### config.mk
export PLATFORM = sky130hd
export DESIGN_NAME = fwd_hazard_unit_flat
export DESIGN_NICKNAME = d
export VERILOG_FILES = /design/src/rtl/fwd_hazard_unit_pkg.sv /design/src/rtl/fwd_hazard_unit_if.sv /design/src/rtl/fwd_hazard_unit_fwd_src_select.sv /design/src/rtl/fwd_hazard_unit.sv /design/src/flat_wrapper.sv
export SDC_FILE = /design/constraint.sdc
export NUM_CORES = 1
export LEC_CHECK = 0
export ABC_AREA = 1
export CORE_AREA = 8 8 135 137
export CTS_CLUSTER_SIZE = 8
export DETAILED_ROUTE_END_ITERATION = 6
export DIE_AREA = 0 0 143 145
export MAX_ROUTING_LAYER = met4
export PLACE_DENSITY = 0.77
export SYNTH_ARGS = -nofsm -noshare
export SYNTH_HDL_FRONTEND = slang
export SYNTH_SLANG_ARGS = --single-unit
### constraint.sdc
create_clock -name clk -period 3.3 [get_ports clk]
set_clock_uncertainty 0.05 [all_clocks]
set_input_delay 0.99 -clock clk [delete_from_list [all_inputs] [get_ports clk]]
set_output_delay 0.99 -clock clk [all_outputs]
set_load 0.05 [all_outputs]
### src/rtl/fwd_hazard_unit_pkg.sv
// Shared types and constants for the forwarding / load-use hazard unit.
package fwd_hazard_unit_pkg;

    localparam int DATA_W_DEF = 32;
    localparam int REG_AW_DEF = 5;
    localparam int SEL_W      = 4;
    // Scoreboard addresses are held at a fixed width so the entry type does not depend on REG_AW.
    localparam int RD_MAX_W   = 8;

    localparam logic [SEL_W-1:0] FWD_RF = '0;

    typedef enum logic {
        RUN   = 1'b0,
        STALL = 1'b1
    } fsm_t;

    typedef struct packed {
        logic                valid;
        logic [RD_MAX_W-1:0] rd;
        logic                is_load;
    } sb_entry_t;

    function automatic logic [SEL_W-1:0] stage_sel(input int k);
        return SEL_W'(k + 1);
    endfunction

endpackage

### src/rtl/fwd_hazard_unit_if.sv
// ID-side and ALU-side signal bundle of the forwarding / hazard unit.
interface fwd_hazard_unit_if
    import fwd_hazard_unit_pkg::*;
#(
    parameter int DATA_W = DATA_W_DEF,
    parameter int REG_AW = REG_AW_DEF,
    parameter int DEPTH  = 3,
    parameter int CNT_W  = 16
);
    logic                    flush;
    logic                    id_valid;
    logic [REG_AW-1:0]       id_rs;
    logic [REG_AW-1:0]       id_rt;
    logic                    id_uses_rs;
    logic                    id_uses_rt;
    logic [REG_AW-1:0]       id_rd;
    logic                    id_we;
    logic                    id_is_load;
    logic [DATA_W-1:0]       rf_rs_data;
    logic [DATA_W-1:0]       rf_rt_data;
    logic [DEPTH*DATA_W-1:0] stg_data;
    logic [DATA_W-1:0]       op_a;
    logic [DATA_W-1:0]       op_b;
    logic [SEL_W-1:0]        fwd_sel_a;
    logic [SEL_W-1:0]        fwd_sel_b;
    logic                    stall;
    logic                    issue;
    logic [CNT_W-1:0]        stall_cnt;
    logic [CNT_W-1:0]        hazard_cnt;

    modport master (
        output flush, id_valid, id_rs, id_rt, id_uses_rs, id_uses_rt, id_rd, id_we, id_is_load,
               rf_rs_data, rf_rt_data, stg_data,
        input  op_a, op_b, fwd_sel_a, fwd_sel_b, stall, issue, stall_cnt, hazard_cnt
    );

    modport slave (
        input  flush, id_valid, id_rs, id_rt, id_uses_rs, id_uses_rt, id_rd, id_we, id_is_load,
               rf_rs_data, rf_rt_data, stg_data,
        output op_a, op_b, fwd_sel_a, fwd_sel_b, stall, issue, stall_cnt, hazard_cnt
    );

endinterface

### src/rtl/fwd_hazard_unit_fwd_src_select.sv
// Per-operand priority match over the scoreboard: youngest matching writer wins,
// forwarded if its data is ready, otherwise flagged as a load-use hazard.
module fwd_src_select
    import fwd_hazard_unit_pkg::*;
#(
    parameter int DATA_W   = DATA_W_DEF,
    parameter int REG_AW   = REG_AW_DEF,
    parameter int DEPTH    = 3,
    parameter int LOAD_LAT = 1
) (
    input  logic [REG_AW-1:0]       src_i,
    input  logic                    uses_i,
    input  logic [DATA_W-1:0]       rf_data_i,
    input  logic [DEPTH*DATA_W-1:0] stg_data_i,
    input  sb_entry_t [DEPTH-1:0]   sb_i,
    output logic [DATA_W-1:0]       op_o,
    output logic [SEL_W-1:0]        sel_o,
    output logic                    hazard_o
);

    logic [RD_MAX_W-1:0] src_ext;
    logic                src_live;
    logic                found;

    assign src_ext  = RD_MAX_W'(src_i);
    assign src_live = uses_i && (src_i != '0);

    always_comb begin
        op_o     = rf_data_i;
        sel_o    = FWD_RF;
        hazard_o = 1'b0;
        found    = 1'b0;
        for (int k = 0; k < DEPTH; k++) begin
            if (!found && src_live && sb_i[k].valid && (sb_i[k].rd == src_ext)) begin
                found = 1'b1;
                sel_o = stage_sel(k);
                // A load younger than LOAD_LAT has no data yet; operand is left as don't-care.
                if (!sb_i[k].is_load || (k >= LOAD_LAT)) begin
                    op_o = stg_data_i[k*DATA_W +: DATA_W];
                end else begin
                    hazard_o = 1'b1;
                end
            end
        end
    end

endmodule

### src/rtl/fwd_hazard_unit.sv
// Operand forwarding and load-use stall control between the ID/EX register read and the ALU.
//   state | meaning
//   RUN   | ID instruction issues unless a load-use hazard is seen
//   STALL | hazard held; bubbles age the load until its data is ready
module fwd_hazard_unit
    import fwd_hazard_unit_pkg::*;
#(
    parameter int DATA_W   = DATA_W_DEF,
    parameter int REG_AW   = REG_AW_DEF,
    parameter int DEPTH    = 3,
    parameter int LOAD_LAT = 1,
    parameter int CNT_W    = 16
) (
    input  logic             clk,
    input  logic             rst_n,
    fwd_hazard_unit_if.slave hz_if
);

    fsm_t                  state_q, state_d;
    sb_entry_t [DEPTH-1:0] sb_q, sb_d;
    logic [CNT_W-1:0]      stall_cnt_q, stall_cnt_d;
    logic [CNT_W-1:0]      hazard_cnt_q, hazard_cnt_d;
    logic [DATA_W-1:0]     op_a, op_b;
    logic [SEL_W-1:0]      sel_a, sel_b;
    logic                  hazard_a, hazard_b;
    logic                  stall, issue, hazard_evt;

    fwd_src_select #(
        .DATA_W(DATA_W), .REG_AW(REG_AW), .DEPTH(DEPTH), .LOAD_LAT(LOAD_LAT)
    ) u_sel_a (
        .src_i      (hz_if.id_rs),
        .uses_i     (hz_if.id_uses_rs),
        .rf_data_i  (hz_if.rf_rs_data),
        .stg_data_i (hz_if.stg_data),
        .sb_i       (sb_q),
        .op_o       (op_a),
        .sel_o      (sel_a),
        .hazard_o   (hazard_a)
    );

    fwd_src_select #(
        .DATA_W(DATA_W), .REG_AW(REG_AW), .DEPTH(DEPTH), .LOAD_LAT(LOAD_LAT)
    ) u_sel_b (
        .src_i      (hz_if.id_rt),
        .uses_i     (hz_if.id_uses_rt),
        .rf_data_i  (hz_if.rf_rt_data),
        .stg_data_i (hz_if.stg_data),
        .sb_i       (sb_q),
        .op_o       (op_b),
        .sel_o      (sel_b),
        .hazard_o   (hazard_b)
    );

    assign stall = hz_if.id_valid && !hz_if.flush && (hazard_a || hazard_b);
    assign issue = hz_if.id_valid && !stall && !hz_if.flush;

    always_ff @(posedge clk or negedge rst_n) begin
        if (!rst_n) begin
            state_q <= RUN;
        end else begin
            state_q <= state_d;
        end
    end

    always_comb begin
        state_d = state_q;
        case (state_q)
            RUN:     if (stall)  state_d = STALL;
            STALL:   if (!stall) state_d = RUN;
            default: state_d = RUN;
        endcase
        if (hz_if.flush) state_d = RUN;
    end

    always_comb begin
        hazard_evt = (state_q == RUN) && stall;
    end

    // A stall pushes an invalid entry, so the blocking load keeps ageing toward LOAD_LAT.
    always_comb begin
        sb_d = '0;
        if (!hz_if.flush) begin
            for (int k = DEPTH - 1; k > 0; k--) begin
                sb_d[k] = sb_q[k-1];
            end
            sb_d[0].valid   = issue && hz_if.id_we && (hz_if.id_rd != '0);
            sb_d[0].rd      = RD_MAX_W'(hz_if.id_rd);
            sb_d[0].is_load = hz_if.id_is_load;
        end
    end

    always_comb begin
        stall_cnt_d  = stall_cnt_q;
        hazard_cnt_d = hazard_cnt_q;
        if (stall && (stall_cnt_q != '1)) begin
            stall_cnt_d = stall_cnt_q + CNT_W'(1);
        end
        if (hazard_evt && (hazard_cnt_q != '1)) begin
            hazard_cnt_d = hazard_cnt_q + CNT_W'(1);
        end
    end

    always_ff @(posedge clk or negedge rst_n) begin
        if (!rst_n) begin
            sb_q         <= '0;
            stall_cnt_q  <= '0;
            hazard_cnt_q <= '0;
        end else begin
            sb_q         <= sb_d;
            stall_cnt_q  <= stall_cnt_d;
            hazard_cnt_q <= hazard_cnt_d;
        end
    end

    assign hz_if.op_a       = op_a;
    assign hz_if.op_b       = op_b;
    assign hz_if.fwd_sel_a  = sel_a;
    assign hz_if.fwd_sel_b  = sel_b;
    assign hz_if.stall      = stall;
    assign hz_if.issue      = issue;
    assign hz_if.stall_cnt  = stall_cnt_q;
    assign hz_if.hazard_cnt = hazard_cnt_q;

endmodule

### src/flat_wrapper.sv
// flat-port wrapper written by rule: the top's interface ports become plain ports
module fwd_hazard_unit_flat import fwd_hazard_unit_pkg::*;
#(
    parameter int DATA_W   = DATA_W_DEF,
    parameter int REG_AW   = REG_AW_DEF,
    parameter int DEPTH    = 3,
    parameter int LOAD_LAT = 1,
    parameter int CNT_W    = 16
)
  (clk, rst_n, hz_if_flush, hz_if_id_valid, hz_if_id_rs, hz_if_id_rt, hz_if_id_uses_rs, hz_if_id_uses_rt, hz_if_id_rd, hz_if_id_we, hz_if_id_is_load, hz_if_rf_rs_data, hz_if_rf_rt_data, hz_if_stg_data, hz_if_op_a, hz_if_op_b, hz_if_fwd_sel_a, hz_if_fwd_sel_b, hz_if_stall, hz_if_issue, hz_if_stall_cnt, hz_if_hazard_cnt);
  fwd_hazard_unit_if #(.DATA_W(DATA_W), .REG_AW(REG_AW), .DEPTH(DEPTH), .CNT_W(CNT_W)) hz_if_i ();
  input  logic clk;
  input  logic rst_n;
  input wire logic [$bits(hz_if_i.flush)-1:0] hz_if_flush;
  input wire logic [$bits(hz_if_i.id_valid)-1:0] hz_if_id_valid;
  input wire logic [$bits(hz_if_i.id_rs)-1:0] hz_if_id_rs;
  input wire logic [$bits(hz_if_i.id_rt)-1:0] hz_if_id_rt;
  input wire logic [$bits(hz_if_i.id_uses_rs)-1:0] hz_if_id_uses_rs;
  input wire logic [$bits(hz_if_i.id_uses_rt)-1:0] hz_if_id_uses_rt;
  input wire logic [$bits(hz_if_i.id_rd)-1:0] hz_if_id_rd;
  input wire logic [$bits(hz_if_i.id_we)-1:0] hz_if_id_we;
  input wire logic [$bits(hz_if_i.id_is_load)-1:0] hz_if_id_is_load;
  input wire logic [$bits(hz_if_i.rf_rs_data)-1:0] hz_if_rf_rs_data;
  input wire logic [$bits(hz_if_i.rf_rt_data)-1:0] hz_if_rf_rt_data;
  input wire logic [$bits(hz_if_i.stg_data)-1:0] hz_if_stg_data;
  output wire logic [$bits(hz_if_i.op_a)-1:0] hz_if_op_a;
  output wire logic [$bits(hz_if_i.op_b)-1:0] hz_if_op_b;
  output wire logic [$bits(hz_if_i.fwd_sel_a)-1:0] hz_if_fwd_sel_a;
  output wire logic [$bits(hz_if_i.fwd_sel_b)-1:0] hz_if_fwd_sel_b;
  output wire logic [$bits(hz_if_i.stall)-1:0] hz_if_stall;
  output wire logic [$bits(hz_if_i.issue)-1:0] hz_if_issue;
  output wire logic [$bits(hz_if_i.stall_cnt)-1:0] hz_if_stall_cnt;
  output wire logic [$bits(hz_if_i.hazard_cnt)-1:0] hz_if_hazard_cnt;
  assign hz_if_i.flush = hz_if_flush;
  assign hz_if_i.id_valid = hz_if_id_valid;
  assign hz_if_i.id_rs = hz_if_id_rs;
  assign hz_if_i.id_rt = hz_if_id_rt;
  assign hz_if_i.id_uses_rs = hz_if_id_uses_rs;
  assign hz_if_i.id_uses_rt = hz_if_id_uses_rt;
  assign hz_if_i.id_rd = hz_if_id_rd;
  assign hz_if_i.id_we = hz_if_id_we;
  assign hz_if_i.id_is_load = hz_if_id_is_load;
  assign hz_if_i.rf_rs_data = hz_if_rf_rs_data;
  assign hz_if_i.rf_rt_data = hz_if_rf_rt_data;
  assign hz_if_i.stg_data = hz_if_stg_data;
  assign hz_if_op_a = hz_if_i.op_a;
  assign hz_if_op_b = hz_if_i.op_b;
  assign hz_if_fwd_sel_a = hz_if_i.fwd_sel_a;
  assign hz_if_fwd_sel_b = hz_if_i.fwd_sel_b;
  assign hz_if_stall = hz_if_i.stall;
  assign hz_if_issue = hz_if_i.issue;
  assign hz_if_stall_cnt = hz_if_i.stall_cnt;
  assign hz_if_hazard_cnt = hz_if_i.hazard_cnt;
  fwd_hazard_unit #(.DATA_W(DATA_W), .REG_AW(REG_AW), .DEPTH(DEPTH), .LOAD_LAT(LOAD_LAT), .CNT_W(CNT_W)) u_core (.clk(clk), .rst_n(rst_n), .hz_if(hz_if_i));
endmodule
==> qor.yml <==
power:
  p_switching_uw: 895
  p_leak_nw: 5.98
  clockPowerShare_pct: 23.6
  p_comb_share_pct: 48.2
  p_total_mw: 2.33
  switching_share_pct: 38.5
  seq_power_share_pct: 28.2
  max-vdd-ir-drop_mv: 0.301
  power_density_nw_per_um2: 186
  p_int_mw: 1.43
cts:
  cts_tree: "done"
  h-tree-depth: 2
  cts_root_buffer: "clkbuf_16"
  cts_buffer_depth: 2
  clkTransAtPathRegs_ns: 0.07
  cts_hold_buf: 0
  cts_made_buffers: 5
  cts.sinks: 52
  clk-insertion-delay-late_ns: 0.30
timing:
  max_freq_mhz: 268
  setup_ws_ns: -0.427
  worstMarginPinSlew_ns: 0.682
  maxSlewViolCount: 0
  slew_headroom_pct: 54.5
  setup_viol: 69
  setup_tns_ns: -16.70
  fin_crit_ns: 3.73
  final_hold_viol_count: 0
  rsz0062_at_grt: "yes"
  fin_crit_sh_pct: 113
  whs_ns: 0.490
final_layout:
  num-nets-final: 1660
  layout_commonest_cell: "nand2_1"
  final_util_pct: 77.2
  drive_gt1_share_pct: 32.4
  final_area_um2: 12500
  stdcell_count: 1698
  area_growth_pct: 99.3
  layout_common_cells: "nand2_1 (394), clkdlybuf4s50_1 (201), nand3_2 (105)"
hold_path:
  hold_path_depth: 2
  holdCritPathClass: "reg2reg"
  holdPathEnd: "u_core.hz_if.stall_cnt[9]"
  hold_start: "u_core.hz_if.stall_cnt[9]"
global_route:
  grt_usage_pct: 30.2
  grt_pass1_wl_um: 48900
  grt_pass1_vias: 9243
  grt_antenna_before_repair: 1
  grt_max_degree: 69
  overflow: 0
worst_setup_path:
  cp_num_buf_inv: 5
  rr_endpoint: "u_core.hz_if.hazard_cnt[10]"
  required_ns: 2.26
  critPathSlowestCell: "nand3_2"
  regToRegSetupSlack_ns: 1.03
  critical_path_depth: 13
  worst_setup_path_end_kind: "primary output"
  cp_top_family: "simple AND/OR/NAND/NOR gates"
  critPathArrivalTime_ns: 2.69
  slowest_delay_ns: 0.21
  criticalPathCategory: "in2out"
  cp_cell_sequence: "buf_8 > buf_6 > nand2_2 > nand3_2 > nor2_4 > nand3_4 > buf_8 > buf_4 > nand2_1 > nand3_2 > nand3_2 > nand2_2 > buf_8"
  rr_worst_depth: 12
  rr_startpoint: "u_core.sb_q[4]"
  crit_fanout: 7
  critPathLaunchType: "input pin"
routing:
  drt_iter0_drc: 1382
  final_antenna_net_count: 0
  viasPerCell: 5.95
  drc_errors: 87
  finalWirelength_um: 37600
  routedWlPerCell_um: 22.1
  vias: 10100
  drt_first_pass_iters: 7
floorplanning:
  start_util_pct: 38.7
  row_count: 47
  core_area_um2: 16200
  die_h_um: 145
  dieArea_um2: 20700
  fp.dieW_um: 143
  boundaryPins: 289
place:
  post-place-ws_ns: -0.815
  dpl_cell_area_um2: 9870
  place.gp.congestion: 0.953
  hpwl_um: 22600
  port_buffers: 284
  dp.cells: 1650
run_status:
  status: "complete, but fails checks"
  violations: "DRC, setup timing"
yosys:
  netlist.area_leader.share_pct: 28.5
  syn-mean-instance-area_um2: 5.47
  synthFlopType: "dfrtp_1"
  synth_seq_cells: 52
  yosysSeqAreaShare_pct: 20.8
  ys_types: 30
  ys_warn_count: 0
  synth_edf_count: 0
  ys_async_sr_fraction_pct: 100
  synth_cells: 1145
  synth_area_um2: 6260
  synth_area_leader_cell: "nand2_1"
  synth.area.top_cells: "nand2_1 (29%), dfrtp_1 (21%), nand3_1 (19%), nand4_1 (6.8%), inv_1 (4.6%)"
run:
  maxCapViolations: 0
## Yosys cell counts (2+ instances only)
cell,instances
nor2_4,3
a21oi_1,11
o21ai_1,6
nand2_1,476
dfrtp_1,52
nor2_2,4
inv_1,76
buf_2,17
nand3_1,236
buf_4,10
xor2_1,21
ha_1,2
inv_2,15
xnor2_1,13
nand3_4,2
nand4_1,68
nor2_1,56
clkbuf_1,46
nor3_1,9
buf_1,3
nand2_2,2
o21ai_0,9
## sequential cells by signal, indices dropped and copies added, names as in the netlist
| signal | count |
|---|---|
| u_core.hz_if.stall_cnt | 16 |
| u_core.hz_if.hazard_cnt | 16 |
| u_core.state_q | 1 |
| u_core.sb_q | 19 |
## tightest hold or removal path, delay by kind of cell (launching register included)
kind,cells,cell delay (ns)
flip-flops,1,0.39
AND/OR/NAND/NOR,2,0.13
## kinds of logic (layout without fill, tap and decap cells)
kind of cell	after synthesis	after routing	synth area share, %
flops	52	52	20.8
compound gates	28	28	2.34
buf+inv	168	496	11.1
xor+xnor	34	34	4.75
other cells	1	6	0.0599
fa+ha+maj	2	2	0.399
simple gates	860	860	60.6
## per-layer routing
metal	wire [um]	vias to the layer above	track usage [%]
li1	-	4388	-
met1	12900	4601	33.4
met2	17000	812	50.4
met3	4760	309	6.50
met4	2930	0	14.6
met5	0	-	-
## repair_timing
| action | 4_1_cts | 5_1_grt |
|---|---|---|
| resized for setup | 335 | 169 |
| cloned | 11 | 9 |
| pin swaps | 68 | 80 |
| setup endpoints to repair | 70 | 70 |
| setup buffers | 24 | 7 |
## worst max path at each step
stage	from	endpoint	slack [ns]
final	hz_if_id_rt[1]	hz_if_op_b[24]	-0.43
after global routing	hz_if_id_rs[2]	hz_if_op_a[21]	-0.50
after CTS	hz_if_id_rt[1]	hz_if_op_b[3]	-0.34
after detailed placement	hz_if_id_rs[0]	hz_if_op_a[0]	-0.81
after global placement	hz_if_id_rs[2]	hz_if_op_a[24]	-0.81
after floorplan	hz_if_id_rt[0]	hz_if_op_b[30]	-0.05
## power groups by stage
stage,logic (mW),clock network (mW),registers [mW]
2_1_floorplan,0.437,0,0.668
3_3_place_gp,0.879,0,0.668
3_5_place_dp,0.883,0,0.668
4_1_cts,0.993,0.564,0.655
5_1_grt,1.17,0.593,0.658
6_report,1.12,0.549,0.657
## area by class of cell
type | count | area, um2
Timing Repair Buffer | 397 | 4710
Multi-Input combinational cell | 928 | 5670
Antenna cell | 2 | 5.00
Tap cell | 220 | 275
Clock buffer | 5 | 125
Fill cell | 1062 | 3690
Clock inverter | 3 | 27.5
Sequential cell | 52 | 1300
Inverter | 91 | 372
Note: power is estimated with default switching activity, not from simulation.
